===== src/rtl/pc_gen.sv =====
// pc_gen: program counter owner ahead of ifetch.
// Sequences pc+step, branch/flush redirects, holds a branch resolved under stall.
module pc_gen #(
   parameter logic [31:0] RESET_VECTOR = 32'hBFC0_0000,
   parameter logic [31:0] PC_STEP      = 32'd4
) (
   input  logic        clk,
   input  logic        rst,
   input  logic        stall_if,
   input  logic        stall_pipe,
   input  logic        branch_flag,
   input  logic [31:0] branch_target,
   input  logic        flush,
   input  logic [31:0] flush_pc,
   output logic [31:0] pc,
   output logic        en,
   output logic        redirect_pending
);

   logic [31:0] pc_q, pc_d;
   logic        en_q, en_d;
   logic        pend_valid_q, pend_valid_d;
   logic [31:0] pend_target_q, pend_target_d;
   logic        adv;

   assign adv = en_q && !stall_if && !stall_pipe;

   // next-pc selection: flush, then branch/pending on advance, else latch branch
   always_comb begin
      pc_d          = pc_q;
      en_d          = 1'b1;
      pend_valid_d  = pend_valid_q;
      pend_target_d = pend_target_q;
      if (en_q) begin
         if (flush) begin
            pc_d         = flush_pc;
            pend_valid_d = 1'b0;
         end else if (adv && branch_flag) begin
            pc_d         = branch_target;
            pend_valid_d = 1'b0;
         end else if (adv && pend_valid_q) begin
            pc_d         = pend_target_q;
            pend_valid_d = 1'b0;
         end else if (adv) begin
            pc_d = pc_q + PC_STEP;
         end else if (branch_flag) begin
            pend_valid_d  = 1'b1;
            pend_target_d = branch_target;
         end
      end
   end

   // state registers with synchronous reset
   always_ff @(posedge clk) begin
      if (rst) begin
         pc_q          <= RESET_VECTOR;
         en_q          <= 1'b0;
         pend_valid_q  <= 1'b0;
         pend_target_q <= 32'd0;
      end else begin
         pc_q          <= pc_d;
         en_q          <= en_d;
         pend_valid_q  <= pend_valid_d;
         pend_target_q <= pend_target_d;
      end
   end

   assign pc               = pc_q;
   assign en               = en_q;
   assign redirect_pending = pend_valid_q;

endmodule

===== config.mk =====
export PLATFORM = sky130hd
export DESIGN_NAME = pc_gen
export DESIGN_NICKNAME = d
export VERILOG_FILES = /design/src/rtl/pc_gen.sv
export SDC_FILE = /design/constraint.sdc
export NUM_CORES = 1
export LEC_CHECK = 0
export BUFFER_PORTS_ARGS = -buffer_cell sky130_fd_sc_hd__buf_2
export CORE_MARGIN = 1.5
export CORE_UTILIZATION = 50
export CTS_BUF_LIST = sky130_fd_sc_hd__clkbuf_2
export DETAILED_ROUTE_END_ITERATION = 10
export PLACE_DENSITY = 0.8
export SLEW_MARGIN = 10
export SYNTH_ARGS = -nofsm -noshare
export SYNTH_HDL_FRONTEND = slang
export SYNTH_SLANG_ARGS = --single-unit
export TNS_END_PERCENT = 100

===== constraint.sdc =====
create_clock -name clk -period 1.9 [get_ports clk]
set_input_delay 0.285 -clock clk [delete_from_list [all_inputs] [get_ports clk]]
set_output_delay 0.285 -clock clk [all_outputs]
set_load 0.02 [all_outputs]

# Yosys cells after proc, flatten, opt, wreduce, memory -nomap -nowiden
# Cells that the tools add are included.
# word_totals
elab_cells	31
output_inout_bits	34
input_bits	70
reg_bits	66
# classes
muxes	10
bitwise_logic	4
eq_ne	1
reduce_logical	11
n_addsub	1
# op_table
operator	count
32-bit two-way mux	4
32-bit by 3-bit adder with 32-bit output (second input constant)	1
4-bit nonzero test	2
1-bit two-way mux	6
6-bit AND reduction	1
1-bit logical AND	4
4-bit by 2-bit inequality test with 1-bit output (second input constant)	1
1-bit inverter	4
3-bit AND reduction	1
1-bit logical NOT	2
2-bit AND reduction	1

# Logic depth before layout (Yosys ltp)
# logic_depth
ltp_word	7
ltp_mapped	8
depth_no_buf	6

# Worst setup path after synthesis
# No wires, ideal clock.
# synth_path
kind	reg2reg
start	register pc_q[2] (netlist: pc[2])
end	register pc_q[28] (netlist: pc[28])
stages_incl_launch_ff	8
arrival_time_ns	2.082
path_slack_ns	-0.314
setup_ns	0.132
required_time_ns	1.768
period_less_slack_ns	2.214
n_path_buf	1
path_cell_list	dfxtp_1 -> ha_1 -> nand4_1 -> or4_1 -> buf_6 -> nor4_4 -> xnor2_1 -> o221ai_2
# synth_via
elab_chain_len	5
# synth_rtl
item	line	source
start, declared	20	logic [31:0] pc_q, pc_d;
start signal, assigned	61	pc_q <= pc_d;
32-bit by 3-bit adder with 32-bit output	45	pc_d = pc_q + PC_STEP;
32-bit two-way mux	44	end else if (adv) begin
32-bit two-way mux	41	end else if (adv && pend_valid_q) begin
32-bit two-way mux	38	end else if (adv && branch_flag) begin
32-bit two-way mux	35	if (flush) begin
# Every way passes these cells. The select of a mux whose other input is x is not followed.
# A chain may end at the register's enable or synchronous reset.

# Final worst setup path
# layout_path
start	register pc_q[2] (netlist: pc[2])
end	register pc_q[22] (netlist: pc[22])
# Same word-level chain as after synthesis.

==> impl_metrics.json <==
{
  "status": "finished, final reports clean",
  "n_fill_cell": 655,
  "synth-seq-cells": 66,
  "holdWs_ps": 0.4824,
  "clk_path_buf_depth": 2,
  "cp-startpoint": "pc[2]",
  "avgSynthCellArea_sq_um": 7.296,
  "synthCells": 544,
  "diodes": 0,
  "final.period_utilization_pct": 99.86,
  "core_area_sq_um": 7687,
  "grt_pass1_wl_um": 22600,
  "ant_nets": 0,
  "clock_latency_ps": 540,
  "path_class": "reg -> reg",
  "reg2reg_from": "pc[2]",
  "worstHoldStart": "branch_target[5]",
  "power.total_w": 0.003003,
  "hold_viol": 0,
  "clock_power_share_pct": 24.4,
  "start_kind": "flop",
  "peakVddDrop_uv": 334.3,
  "finalSetupViolCount": 0,
  "drive_above_1_share_pct": 30.51,
  "max_stage_delay_ps": 640,
  "power.density_nw_per_um2": 555.6,
  "synth_area_sq_um": 3969,
  "placedCellCount": 769,
  "crit_fanout": 7,
  "finalNonFillerCells": 810,
  "numCtsBuffers": 9,
  "cts_max_level": 3,
  "vias_per_cell": 6.196,
  "post-route-util_pct": 70.31,
  "muxShareOfSynthArea_pct": 1.797,
  "die_w_um": 92.10,
  "cts_tree": "done",
  "p_leak_nw": 2.240,
  "synth-simple-area-share_pct": 29.54,
  "first_pass_iters": 5,
  "p_switching_w": 0.001055,
  "grt-ovfl-total": 0,
  "synth_compound_area_share_pct": 27.46,
  "mostFrequentLayoutCells": "nand2_1 (109), buf_2 (103), a21oi_1 (59)",
  "synth_fp_nets": 615,
  "grt_max_degree": 57,
  "holdPathStages": 3,
  "reg2reg_slack_ps": 3,
  "timing.fmax_mhz": 527.1,
  "tightest_slew_ps": 600.1,
  "layout.nets": 774,
  "die_area_sq_um": 8481,
  "synth_edf_count": 0,
  "period_needed_ps": 1897,
  "drv_cap": 0,
  "swShare_pct": 35.12,
  "slew_headroom_pct": 59.99,
  "yosysWarnings": 0,
  "endpoint_kind": "flop",
  "grt_usage_pct": 34.06,
  "crit_required_ps": 2360,
  "synth_top_family_by_area": "simple AND/OR/NAND/NOR gates",
  "via_count": 5019,
  "crit_chain": "ha_4 -> nand4_1 -> or4_4 -> nor3_4 -> mux2i_1 -> o311ai_1",
  "power_frac_seq_pct": 50.6,
  "crit_slowest_cell": "or4_4",
  "avgRoutedWirePerCell_um": 17.95,
  "final_common_cell": "nand2_1",
  "clock_skew_ps": 28.90,
  "yosysUniqueCellTypes": 64,
  "area_delta_synth_final_pct": 36.19,
  "async_reset_ff_share_pct": 0,
  "maxSlewViolCount": 0,
  "first_global_vias": 4570,
  "antenna_found_initial": 0,
  "drtIter0Drc": 592,
  "ys.flop_type": "dfxtp_1",
  "timing.rr.end": "pc[22]",
  "hold_end": "pend_target_q[5]",
  "io_pins": 104,
  "cts.clk_slew.worst_paths_ps": 220,
  "place_congestion": 0.9386,
  "rr_worst_depth": 6,
  "grt_setup_unrepaired": "true",
  "clock_tree.root_cell": "clkbuf_2",
  "synthAdderAreaFrac_pct": 0.3153,
  "post-route-drc-count": 0,
  "dp_hpwl_um": 10440,
  "hold_path_class": "in -> reg",
  "routed_wl_um": 14540,
  "portBuffers": 103,
  "fp-row-count": 32,
  "internal-power_w": 0.001948,
  "yosysSeqAreaShare_pct": 33.29,
  "fp.dieH_um": 92.10,
  "pwr-share-comb_pct": 25.0,
  "crit_arrival_ps": 2360,
  "clkSinkCount": 66,
  "initial_core_util_pct": 51.63,
  "synth-xor-area-share_pct": 2.427
}
-- metal layers --
layer  vias to the layer above  part of all wire, %  track usage [%]  wire, um
met5                         -                    0                0         0
met4                         0                  3.1            14.62       446
met3                        44                   11            5.058      1541
met2                       323                   47            55.37      6777
met1                      2344                   40            44.76      5775
li1                       2308                    -                -         -
-- power by group through the flow --
stage	clock network, W	registers, W	logic [W]
2_1_floorplan	0	0.00160	0.000304
3_3_place_gp	0	0.00154	0.000672
3_5_place_dp	0	0.00154	0.000687
4_1_cts	0.000728	0.00152	0.000729
5_1_grt	0.000800	0.00153	0.000802
6_report	0.000734	0.00152	0.000750
-- sequential cells by signal, indices dropped and copies added (netlist names) --
register          cells
pc                   32
en                    1
redirect_pending      1
pend_target_q        32
-- kinds of logic (layout without fill, tap and decap cells) --
group           Yosys count  in the layout
fa+ha+maj                 1              1
simple gates            237            237
flops                    66             66
compound gates          170            170
mux                       7              7
xor+xnor                 11             11
buf+inv                  52            216
-- what timing repair did --
item,4_1_cts,5_1_grt
hold buffers,25,1
endpoints found under the setup margin,6,14
hold endpoints to repair,25,1
resized for setup,5,7
buffers inserted,0,0
pin swaps,6,1
-- metrics by stage --
stage	area, sq um	worst slack, ps	TNS [ps]
floorplan	4034	-64.29	-99.75
global placement	5029	-76.68	-93.64
detailed placement	5029	-124.6	-312.1
CTS	5393	-10.65	-10.65
global route	5405	-109.7	-414.2
finish	5405	2.672	0
-- worst max path at each step --
stage                     endpoint  cells after the start
after floorplan             pc[22]                      7
after global placement      pc[22]                      7
after detailed placement    pc[22]                      7
after CTS                   pc[22]                      7
after global routing        pc[22]                      6
final                       pc[22]                      6
-- synthesized netlist by cell type, types with 9 or more instances --
| cell type | count | area, sq um |
|---|---|---|
| a211oi_1 | 10 | 75.07 |
| a21oi_1 | 59 | 295.3 |
| a31oi_1 | 11 | 68.82 |
| clkbuf_1 | 40 | 150.1 |
| dfxtp_1 | 66 | 1321 |
| nand2_1 | 109 | 409.1 |
| nand3_1 | 27 | 135.1 |
| nand4_1 | 9 | 56.30 |
| nor2_1 | 29 | 108.9 |
| nor3_1 | 11 | 55.05 |
| o211ai_1 | 9 | 67.56 |
| o21ai_0 | 23 | 115.1 |
| o21ai_1 | 11 | 55.05 |
| or3_1 | 9 | 56.30 |
-- worst max-delay path, delay by kind of cell, from the launching register on --
family	cells	cell delay (ps)
AND/OR/NAND/NOR	3	950
flip-flops	1	400
AO/OA/AOI/OAI	1	270
adder cells (fa/ha/maj)	1	130
multiplexers	1	100
-- final cells by class --
| class | instances | area [sq um] | share of cell area, % |
|---|---|---|---|
| multi-input cells | 426 | 2516 | 46.55 |
| flip-flops and latches | 66 | 1345 | 24.88 |
| repair buffers | 191 | 1291 | 23.89 |
| well taps | 102 | 127.6 | 2.361 |
| clock inverters | 7 | 46.29 | 0.8565 |
| clock buffers | 9 | 45.04 | 0.8333 |
| inverters | 9 | 33.78 | 0.6250 |
(Power assumes the default switching activity.)
